**src/rtl/board_keeper_if.sv**
```systemverilog
// Move interface between the game controller (master) and the board keeper (slave).
interface board_keeper_if;
    logic        clear;
    logic [3:0]  addr;
    logic [1:0]  cellState;
    logic [17:0] gBoard;
    logic        gameIsDone;
    logic [1:0]  winner;
    logic [3:0]  moveCount;
    logic        writeAck;
    logic        writeNak;

    modport master (
        output clear, addr, cellState,
        input  gBoard, gameIsDone, winner, moveCount, writeAck, writeNak
    );

    modport slave (
        input  clear, addr, cellState,
        output gBoard, gameIsDone, winner, moveCount, writeAck, writeNak
    );
endinterface

```
**src/rtl/board_keeper.sv**
```systemverilog
// Holds the 3x3 board, validates single-cycle cell writes, and judges win/tie
// in a one-cycle EVAL state after every accepted move.
module board_keeper #(
    parameter int         N_CELLS  = 9,
    parameter logic [3:0] NOP_ADDR = 4'hF
) (
    input logic            ph1,
    input logic            reset,
    board_keeper_if.slave  bus
);
    typedef enum logic [1:0] {PLAY, EVAL, DONE} state_t;

    state_t                   state;
    logic [2*N_CELLS-1:0]     board;
    logic [3:0]               move_cnt;
    logic [1:0]               last_mover;
    logic [1:0]               win_q;
    logic                     done_q;
    logic                     ack_q;
    logic                     nak_q;

    logic                     wr_req;
    logic [1:0]               tgt;
    logic                     accept;

    function automatic logic has_line(input logic [2*N_CELLS-1:0] b, input logic [1:0] p);
        logic [N_CELLS-1:0] m;
        for (int i = 0; i < N_CELLS; i++) m[i] = (b[2*i +: 2] == p);
        return (m[0] & m[1] & m[2]) | (m[3] & m[4] & m[5]) | (m[6] & m[7] & m[8]) |
               (m[0] & m[3] & m[6]) | (m[1] & m[4] & m[7]) | (m[2] & m[5] & m[8]) |
               (m[0] & m[4] & m[8]) | (m[2] & m[4] & m[6]);
    endfunction

    // Out-of-range addresses read as occupied so they fall into the reject path.
    always_comb begin
        tgt = 2'b11;
        for (int i = 0; i < N_CELLS; i++)
            if (bus.addr == 4'(i)) tgt = board[2*i +: 2];
    end

    assign wr_req = (bus.addr != NOP_ADDR);
    assign accept = wr_req && (state == PLAY) && bus.cellState[1] && (tgt == 2'b00);

    always_ff @(posedge ph1 or negedge reset) begin
        if (!reset) begin
            state      <= PLAY;
            board      <= '0;
            move_cnt   <= '0;
            last_mover <= '0;
            win_q      <= '0;
            done_q     <= 1'b0;
            ack_q      <= 1'b0;
            nak_q      <= 1'b0;
        end else begin
            ack_q <= 1'b0;
            nak_q <= 1'b0;
            if (bus.clear) begin
                state    <= PLAY;
                board    <= '0;
                move_cnt <= '0;
                win_q    <= '0;
                done_q   <= 1'b0;
            end else begin
                if (accept) begin
                    for (int i = 0; i < N_CELLS; i++)
                        if (bus.addr == 4'(i)) board[2*i +: 2] <= bus.cellState;
                    move_cnt   <= move_cnt + 4'd1;
                    last_mover <= bus.cellState;
                    ack_q      <= 1'b1;
                    state      <= EVAL;
                end else if (wr_req) begin
                    nak_q <= 1'b1;
                end

                // EVAL never accepts a write, so it cannot collide with the branch above.
                if (state == EVAL) begin
                    if (has_line(board, last_mover)) begin
                        win_q  <= last_mover;
                        done_q <= 1'b1;
                        state  <= DONE;
                    end else if (move_cnt == 4'(N_CELLS)) begin
                        win_q  <= 2'b01;
                        done_q <= 1'b1;
                        state  <= DONE;
                    end else begin
                        state <= PLAY;
                    end
                end
            end
        end
    end

    assign bus.gBoard     = board;
    assign bus.moveCount  = move_cnt;
    assign bus.winner     = win_q;
    assign bus.gameIsDone = done_q;
    assign bus.writeAck   = ack_q;
    assign bus.writeNak   = nak_q;
endmodule

```
**src/flat_wrapper.sv**
```systemverilog
// flat-port wrapper written by rule: the top's interface ports become plain ports
module board_keeper_flat 
#(
    parameter int         N_CELLS  = 9,
    parameter logic [3:0] NOP_ADDR = 4'hF
)
  (ph1, reset, bus_clear, bus_addr, bus_cellState, bus_gBoard, bus_gameIsDone, bus_winner, bus_moveCount, bus_writeAck, bus_writeNak);
  board_keeper_if bus_i ();
  input logic ph1;
  input logic reset;
  input wire logic [$bits(bus_i.clear)-1:0] bus_clear;
  input wire logic [$bits(bus_i.addr)-1:0] bus_addr;
  input wire logic [$bits(bus_i.cellState)-1:0] bus_cellState;
  output wire logic [$bits(bus_i.gBoard)-1:0] bus_gBoard;
  output wire logic [$bits(bus_i.gameIsDone)-1:0] bus_gameIsDone;
  output wire logic [$bits(bus_i.winner)-1:0] bus_winner;
  output wire logic [$bits(bus_i.moveCount)-1:0] bus_moveCount;
  output wire logic [$bits(bus_i.writeAck)-1:0] bus_writeAck;
  output wire logic [$bits(bus_i.writeNak)-1:0] bus_writeNak;
  assign bus_i.clear = bus_clear;
  assign bus_i.addr = bus_addr;
  assign bus_i.cellState = bus_cellState;
  assign bus_gBoard = bus_i.gBoard;
  assign bus_gameIsDone = bus_i.gameIsDone;
  assign bus_winner = bus_i.winner;
  assign bus_moveCount = bus_i.moveCount;
  assign bus_writeAck = bus_i.writeAck;
  assign bus_writeNak = bus_i.writeNak;
  board_keeper #(.N_CELLS(N_CELLS), .NOP_ADDR(NOP_ADDR)) u_core (.ph1(ph1), .reset(reset), .bus(bus_i));
endmodule
```
**config.mk**
```make
export PLATFORM = sky130hd
export DESIGN_NAME = board_keeper_flat
export DESIGN_NICKNAME = d
export VERILOG_FILES = /design/src/rtl/board_keeper_if.sv /design/src/rtl/board_keeper.sv /design/src/flat_wrapper.sv
export SDC_FILE = /design/constraint.sdc
export NUM_CORES = 1
export LEC_CHECK = 0
export BUFFER_PORTS_ARGS = -buffer_cell sky130_fd_sc_hd__buf_2
export CORE_MARGIN = 4
export CORE_UTILIZATION = 50
export DETAILED_ROUTE_END_ITERATION = 10
export HOLD_SLACK_MARGIN = 0.1
export MAX_ROUTING_LAYER = met4
export PLACE_DENSITY = 0.76
export SETUP_SLACK_MARGIN = 0.1
export SLEW_MARGIN = 20
export SYNTH_ARGS = -nofsm -noshare
export SYNTH_HDL_FRONTEND = slang
export SYNTH_SLANG_ARGS = --single-unit
export TNS_END_PERCENT = 5
```
**constraint.sdc**
```tcl
create_clock -name ph1 -period 2 [get_ports ph1]
set_input_delay 0.5 -clock ph1 [delete_from_list [all_inputs] [get_ports ph1]]
set_output_delay 0.5 -clock ph1 [all_outputs]
set_load 0.005 [all_outputs]
```
==> results.json, run 1 <==
{
  "first_pass_iters": 5,
  "track_usage_pct": 24.7,
  "status": "finished, violations left",
  "ios": 36,
  "syn_to_final_growth_pct": 37.5,
  "dpl.hpwl_um": 3890,
  "coreArea_um2": 3740,
  "io_buffers": 35,
  "drt_iter0_drc": 222,
  "crit_path_start": "u_core.bus.gBoard[2]$_DFFE_PN0P_",
  "die_w_um": 71.1,
  "final_layout_size_suffix_gt1_share_pct": 40.4,
  "num_rows": 22,
  "cts_tree": "yes",
  "start_util_pct": 53.2,
  "holdCritPathClass": "primary input to async pin",
  "dieArea_um2": 5050,
  "crit_path_end_kind": "flop",
  "antenna_found_initial": 0,
  "finalHoldViolCount": 0,
  "fmax_mhz": 475,
  "cts_made_buffers": 5,
  "period_needed_ns": 2.11,
  "grt_pass1_wl_um": 9550,
  "drc": 0,
  "r2r_slack_ns": -0.11,
  "gp_congestion": 0.909,
  "final_net_count": 292,
  "worst_r2r_endpoint": "u_core.bus.gBoard[10]$_DFFE_PN0P_",
  "ys_seq_area_share_pct": 39.0,
  "syn_inst": 213,
  "p_total_mw": 1.62,
  "crit_end": "u_core.bus.gBoard[10]$_DFFE_PN0P_",
  "overflow": 0,
  "synth.distinct_cells": 45,
  "required_ns": 2.17,
  "crit_fanout": 18,
  "synth_area_per_cell_um2": 9.35,
  "grt_pass1_vias": 1920,
  "fin_ws_ns": -0.107,
  "r2r_start": "u_core.bus.gBoard[2]$_DFFE_PN0P_",
  "final_antenna_net_count": 0,
  "vias": 2068,
  "setup_viol": 12,
  "crit_type": "flop to flop",
  "yosys_warnings": 0,
  "nFillCells": 272,
  "avgViaCountPerCell": 6.27,
  "timing.final.crit_share_pct": 105,
  "drt-total-wl_um": 6350,
  "clkTransAtPathRegs_ns": 0.07,
  "clock_latency_ns": 0.28,
  "p_per_area_nw_per_um2": 592,
  "maxCapViolations": 0,
  "clock-skew-final_ns": 0.00496,
  "die_y_um": 71.1,
  "power_leakage_nw": 1.41,
  "syn_nets": 224,
  "wl_per_cell_um": 19.2,
  "peakVddDrop_v": 0.000415,
  "numClockSinks": 31,
  "grt_max_degree": 32,
  "mostFrequentLayoutCells": "buf_4, buf_2, dfrtp_1",
  "diodes": 0,
  "violations": "negative setup slack",
  "slew_violations": 0,
  "root_buffer": "clkbuf_8",
  "critPathArrivalTime_ns": 2.27,
  "worst_pin_slew_ns": 0.703,
  "rsz0062_at_grt": "yes",
  "crit_path_start_kind": "flop",
  "max_slew_margin_pct": 53.2,
  "clk_path_buf_depth": 2,
  "final_common_cell": "buf_4",
  "r2r_cells": 7,
  "fin_setup_tns_ns": -0.679,
  "synth_area_um2": 1990,
  "htree_num_levels": 2,
  "synth_seq_cells": 31
}
[final cells by class]
cell class	count	area [um^2]	area share (%)
multi-input cells	159	1270	46.3
repair buffers	74	493	18.0
flip-flops and latches	31	778	28.4
well taps	48	60.1	2.19
inverters	10	37.5	1.37
clock buffers	8	100	3.66
[synthesized netlist by cell type, drive strengths merged]
master  number  area (um^2)
clkbuf       8         30.0
nor4         2         12.5
nor2b        4         25.0
o311ai       2         17.5
a211o        2         17.5
o41ai       14          168
a31oi        2         12.5
or4          2         15.0
or3b         1         8.76
nand3        2         10.0
xor2         6         52.6
o31ai        2         15.0
mux2         3         33.8
inv         10         37.5
dfrtp       31          776
nand2        7         26.3
o21ai        2         13.8
buf          5         36.3
o21bai       1         7.51
nand2b      20          125
o32ai        2         32.5
a32o         1         10.0
a21oi        8         51.3
a311o        1         10.0
nor2        14         52.6
nand4        5         31.3
a32oi        1         16.3
or2          3         18.8
a221oi       1         8.76
o22ai        8         50.1
a22oi        1         7.51
and3        14         87.6
a21boi       1         11.3
o211ai       2         15.0
and3b        1         8.76
or3          3         18.8
ha           2         25.0
nor3        19         95.1
[how the worst min path moves through the flow]
stage,slack (ns),cells past startpoint,endpoint
6_report,0.26,1,u_core.bus.gBoard[6]$_DFFE_PN0P_
5_1_grt,0.31,1,u_core.bus.gBoard[6]$_DFFE_PN0P_
4_1_cts,0.28,1,u_core.bus.writeNak$_DFF_PN0_
3_5_place_dp,0.50,2,u_core.bus.gameIsDone$_DFFE_PN0P_
3_3_place_gp,0.50,2,u_core.bus.gameIsDone$_DFFE_PN0P_
2_1_floorplan,0.20,0,u_core.bus.gBoard[0]$_DFFE_PN0P_
[power breakdown]
group	switching (mW)	internal (mW)
logic	0.211	0.174
clock network	0.234	0.314
registers	0.0383	0.650
total	0.483	1.14
[registers in the layout (all words and copies together) (netlist names)]
signal                 cells
u_core.last_mover          2
u_core.bus.writeNak        1
u_core.bus.moveCount       4
u_core.state               2
u_core.bus.winner          2
u_core.bus.writeAck        1
u_core.bus.gameIsDone      1
u_core.bus.gBoard         18
[logic make-up (layout without fill, tap and decap cells)]
group | count (synthesis) | in the layout | share of synthesized area (%)
and+or+nand+nor | 97 | 97 | 26.9
AOI/OAI and AO/OA | 51 | 51 | 23.3
DFF | 31 | 31 | 39.0
buffers and inverters | 23 | 92 | 5.22
xor gates and xnor gates | 6 | 6 | 2.64
muxes | 3 | 3 | 1.70
adders and majority gates | 2 | 2 | 1.26
[stage by stage]
stage	hold WS [ns]	setup WS [ns]	area (um^2)	utilization, %	cells
after floorplan	0.204	-0.0330	2010	-	213
after global placement	0.504	-0.187	2490	66.5	321
after detailed placement	0.502	-0.259	2490	66.5	321
after CTS	0.276	-0.0364	2640	70.4	330
after global routing	0.305	-0.154	2740	73.1	330
final	0.262	-0.107	2740	73.1	330
[metal layers]
metal	vias up	global-route usage (%)	routed length, um
li1	937	-	-
met1	1008	33.4	2650
met2	104	36.9	3110
met3	19	4.97	453
met4	0	8.77	136
met5	-	-	0
[critical path, cell delays in order, from the launching register on]
cell,delay (ns)
dfrtp_1,0.41
or3b_4,0.42
a21oi_4,0.18
o311ai_4,0.13
a32oi_2,0.24
o21ai_2,0.10
buf_12,0.18
o41ai_2,0.32
[what timing repair did]
item / 4_1_cts / 5_1_grt
resized for setup: 6 / 17
hold buffers: 0 / 0
hold endpoints to repair: 0 / 0
setup endpoints to repair: 23 / 27
pin swaps: 1 / 8
buffers inserted: 1 / 0
Note: power is estimated with default switching activity, not from simulation.
==> run 2: changes to the inputs <==
- CELL_PAD_IN_SITES_DETAIL_PLACEMENT: not set -> 1
- CELL_PAD_IN_SITES_GLOBAL_PLACEMENT: not set -> 1
- CORE_UTILIZATION: 50 -> 38
- PLACE_DENSITY: 0.76 -> not set
- PLACE_DENSITY_LB_ADDON: not set -> 0.1
==> results.json, run 2 (synthesis gave the netlist of run 1 again) <==
{
  "gp_congestion": 0.820,
  "switchingPower_mw": 0.493,
  "clock_latency_ns": 0.28,
  "htree_num_levels": 2,
  "setup_viol": 0,
  "crit_path_start_kind": "flop",
  "cp_top_family": "compound AO/OA/AOI/OAI gates",
  "r2r_cells": 7,
  "crit_type": "flop to flop",
  "fin_setup_tns_ns": 0,
  "crit_buf_inv": 1,
  "grt_pass1_wl_um": 11000,
  "power_leakage_nw": 1.40,
  "coreArea_um2": 5110,
  "cts_made_buffers": 5,
  "die_y_um": 80.4,
  "cts_tree": "yes",
  "seqPwrFrac_pct": 41.3,
  "r2r_start": "u_core.bus.gBoard[2]$_DFFE_PN0P_",
  "grt_max_degree": 32,
  "place_inst": 345,
  "worst_r2r_endpoint": "u_core.bus.gBoard[6]$_DFFE_PN0P_",
  "worst_pin_slew_ns": 0.736,
  "diodes": 0,
  "final_layout_size_suffix_gt1_share_pct": 44.1,
  "r2r_slack_ns": 0.002,
  "final_net_count": 300,
  "rsz0062_at_grt": "yes",
  "root_buffer": "clkbuf_8",
  "p_total_mw": 1.68,
  "crit_fanout": 17,
  "clock-skew-final_ns": 0.00249,
  "finalHoldViolCount": 0,
  "grt_pass1_vias": 2054,
  "slew_violations": 0,
  "vias": 2012,
  "dpl.hpwl_um": 4650,
  "track_usage_pct": 23.1,
  "critPathArrivalTime_ns": 2.17,
  "period_needed_ns": 2.00,
  "required_ns": 2.18,
  "antenna_found_initial": 0,
  "final_antenna_net_count": 0,
  "crit_path_end_kind": "flop",
  "clk_path_buf_depth": 2,
  "drc": 0,
  "ios": 36,
  "first_pass_iters": 4,
  "io_buffers": 35,
  "largest_register_ffs": 18,
  "peakVddDrop_v": 0.000323,
  "p_per_area_nw_per_um2": 596,
  "maxCapViolations": 0,
  "clkTransAtPathRegs_ns": 0.07,
  "critPathMaxStageDelay_ns": 0.39,
  "max_slew_margin_pct": 51.0,
  "cts_hold_buf": 0,
  "timing.final.crit_share_pct": 99.9,
  "p_comb_share_pct": 25.7,
  "start_util_pct": 39.0,
  "fmax_mhz": 501,
  "drt_iter0_drc": 83,
  "overflow": 0,
  "syn_to_final_growth_pct": 41.2,
  "status": "finished clean",
  "drt-total-wl_um": 6800,
  "avgViaCountPerCell": 5.59,
  "die_w_um": 80.4,
  "dieArea_um2": 6460,
  "clockPowerShare_pct": 33.0,
  "final_common_cell": "buf_4",
  "num_rows": 26,
  "numClockSinks": 31,
  "mostFrequentLayoutCells": "buf_4, buf_2, dfrtp_1",
  "holdCritPathClass": "primary input to async pin",
  "wl_per_cell_um": 18.9,
  "slowest_stage": "or3b_1",
  "internal_power_mw": 1.18,
  "swShare_pct": 29.4,
  "crit_chain": "or3b_1 > a21oi_2 > o311ai_2 > a32oi_2 > o21ai_2 > buf_12 > o41ai_4",
  "finalNonFillerCells": 360
}
==> run 2: worst max-delay path by stage <==
stage                                                 from                                  end  cells after the start
after detailed placement                       bus_addr[0]     u_core.bus.gBoard[6]$_DFFE_PN0P_                      8
after global placement                         bus_addr[0]  u_core.bus.moveCount[2]$_DFFE_PN0P_                      7
final                     u_core.bus.gBoard[2]$_DFFE_PN0P_     u_core.bus.gBoard[6]$_DFFE_PN0P_                      7
after global routing      u_core.bus.gBoard[2]$_DFFE_PN0P_     u_core.bus.gBoard[6]$_DFFE_PN0P_                      7
after CTS                 u_core.bus.gBoard[2]$_DFFE_PN0P_     u_core.bus.gBoard[6]$_DFFE_PN0P_                      7
after floorplan                                bus_addr[1]  u_core.bus.moveCount[0]$_DFFE_PN0P_                      7
==> run 2: cell type report <==
cell class | count | area (um^2)
multi-input cells | 159 | 1250
flip-flops and latches | 31 | 781
clock buffers | 8 | 100
well taps | 70 | 87.6
repair buffers | 82 | 553
inverters | 10 | 37.5
fillers | 610 | 2300
==> run 2: timing repair <==
item / 4_1_cts / 5_1_grt
resized for setup: 16 / 8
pin swaps: 7 / 4
setup endpoints to repair: 17 / 29
setup buffers: 0 / 7
==> run 2: power groups by stage <==
stage	Sequential [mW]	Clock, mW	Combinational [mW]
after global routing	0.697	0.596	0.469
after floorplan	0.678	0	0.208
final	0.692	0.554	0.430
after detailed placement	0.708	0	0.342
after global placement	0.706	0	0.333
after CTS	0.698	0.567	0.359
==> run 2: worst register-to-register path, stage by stage (launching register included) <==
cell and delay, ns:
dfrtp_1 0.38, or3b_1 0.39, a21oi_2 0.14, o311ai_2 0.13
a32oi_2 0.24, o21ai_2 0.10, buf_12 0.18, o41ai_4 0.33
==> run 2: metal layers <==
layer | share of wire (%) | up-vias | global-route usage [%]
li1 | - | 951 | -
met1 | 47 | 1029 | 30.5
met2 | 50 | 26 | 37.4
met3 | 2.5 | 6 | 3.36
met4 | 1.0 | 0 | 5.57
met5 | 0 | - | -
==> run 2: per-stage QoR <==
step                instance area (um^2)  util, %  setup slack (ns)  hold WS [ns]
finish                              2810     55.0           0.00241         0.272
global route                        2810     55.0           -0.0577         0.328
CTS                                 2710     53.0          -0.00727         0.293
detailed placement                  2520     49.3            -0.336         0.508
global placement                    2520     49.3            -0.199         0.504
floorplan                           2010        -           -0.0330         0.204
==> run 3: changes to the inputs <==
==> constraint.sdc (replaced) <==
create_clock -name ph1 -period 2 [get_ports ph1]
set_input_delay 0.2 -clock ph1 [delete_from_list [all_inputs] [get_ports ph1]]
set_output_delay 0.2 -clock ph1 [all_outputs]
set_load 0.005 [all_outputs]
==> results.json, run 3 (synthesis gave the netlist of run 1 again) <==
{
  "status": "finished, violations left",
  "violations": "negative setup slack",
  "antenna_found_initial": 0,
  "final_common_cell": "buf_4",
  "place_inst": 345,
  "dpl.hpwl_um": 4780,
  "met2_usage_pct": 36.8,
  "fmax_mhz": 485,
  "crit_path_start_kind": "flop",
  "die_y_um": 80.4,
  "htree_num_levels": 2,
  "post-route-util_pct": 55.8,
  "setup_viol": 7,
  "grt_pass1_vias": 2070,
  "max_slew_margin_pct": 52.1,
  "holdCritPathClass": "primary input to flop",
  "num_rows": 26,
  "critPathArrivalTime_ns": 2.21,
  "first_pass_iters": 4,
  "cts_made_buffers": 5,
  "clkTransAtPathRegs_ns": 0.07,
  "final_net_count": 297,
  "start_util_pct": 39.0,
  "clock-skew-final_ns": 0.00884,
  "slew_violations": 0,
  "drt-total-wl_um": 7220,
  "rsz0062_at_grt": "yes",
  "largest_register_ffs": 18,
  "diodes": 0,
  "power_leakage_nw": 1.46,
  "timing.hold.ws_ns": 0.177,
  "die_w_um": 80.4,
  "final_layout_size_suffix_gt1_share_pct": 42.9,
  "grt_max_degree": 32,
  "finalNonFillerCells": 357,
  "final_antenna_net_count": 0,
  "timing.final.crit_share_pct": 103,
  "period_needed_ns": 2.06,
  "maxCapViolations": 0,
  "overflow": 0,
  "met1_usage_pct": 30.1,
  "crit_fanout": 8,
  "fin_setup_tns_ns": -0.298,
  "top_usage_layer": "met2",
  "drc": 0,
  "peakVddDrop_v": 0.000367,
  "p_per_area_nw_per_um2": 618,
  "clk_path_buf_depth": 2,
  "track_usage_pct": 23.6,
  "finalHoldViolCount": 0,
  "drt_iter0_drc": 85,
  "coreArea_um2": 5110,
  "grt_pass1_wl_um": 11000,
  "wl_per_cell_um": 20.2,
  "crit_path_end_kind": "flop",
  "required_ns": 2.15,
  "use_met3_pct": 4.93,
  "ios": 36,
  "syn_to_final_growth_pct": 43.2,
  "fin_ws_ns": -0.0614,
  "root_buffer": "clkbuf_8",
  "gp_congestion": 0.865,
  "avgViaCountPerCell": 5.73,
  "numClockSinks": 31,
  "worst_pin_slew_ns": 0.719,
  "cts_tree": "yes",
  "vias": 2045,
  "mostFrequentLayoutCells": "buf_4, buf_2, dfrtp_1",
  "dieArea_um2": 6460,
  "crit_type": "flop to flop",
  "io_buffers": 35,
  "clock_latency_ns": 0.30
}
-- run 3: final cells by class --
cell class	count	area [um^2]
clock buffers	6	82.6
repair buffers	79	536
fillers	610	2260
clock inverters	2	35.0
well taps	70	87.6
flip-flops and latches	31	782
multi-input cells	159	1290
inverters	10	37.5
-- run 3: where the power goes --
part	internal (mW)	leakage (nW)	total (mW)	switching, mW
logic	0.188	0.986	0.415	0.228
clock network	0.403	0.0612	0.661	0.258
registers	0.650	0.416	0.685	0.0357
total	1.24	1.46	1.76	0.522
-- run 3: metrics by stage --
| stage | cell area (um^2) | setup slack (ns) | total power, mW |
|---|---|---|---|
| floorplan | 1990 | 0.0759 | 0.883 |
| global placement | 2500 | 0.0128 | 1.04 |
| detailed placement | 2500 | -0.110 | 1.05 |
| CTS | 2720 | -0.0641 | 1.72 |
| global route | 2850 | -0.172 | 1.84 |
| finish | 2850 | -0.0614 | 1.76 |
-- run 3: worst paths after layout --
path | start | depth (start not counted) | slack (ns) | end
worst min register to register | u_core.bus.winner[0]$_DFFE_PN0P_ | 2 | 0.54 | u_core.bus.winner[0]$_DFFE_PN0P_
worst max-delay path | u_core.bus.gBoard[2]$_DFFE_PN0P_ | 6 | -0.06 | u_core.bus.gBoard[1]$_DFFE_PN0P_
worst max register to register | u_core.bus.gBoard[2]$_DFFE_PN0P_ | 6 | -0.06 | u_core.bus.gBoard[1]$_DFFE_PN0P_
min in group asynchronous | reset | 2 | 0.49 | u_core.bus.winner[1]$_DFFE_PN0P_
max in group asynchronous | reset | 2 | 0.99 | u_core.bus.gBoard[12]$_DFFE_PN0P_
worst min-delay path | bus_cellState[0] | 3 | 0.18 | u_core.bus.gBoard[16]$_DFFE_PN0P_
-- run 3: layer usage --
layer	up-vias	share of wire [%]	routed length [um]
met5	-	0	0
met4	0	2.8	199
met3	19	4.3	313
met2	48	49	3530
met1	1037	44	3180
li1	941	-	-
-- run 3: critical path, stage by stage (launching register included) --
cell      delay [ns]
dfrtp_1         0.38
or3b_1          0.39
a21oi_2         0.17
o311ai_2        0.13
a32oi_2         0.26
o21ai_4         0.16
o41ai_2         0.43
-- run 3: what timing repair did --
item	in CTS	in global routing
endpoints found under the hold margin	31	0
pin swaps	9	8
endpoints found under the setup margin	25	27
buffers inserted	1	2
resized for setup	13	21
hold buffers	1	0
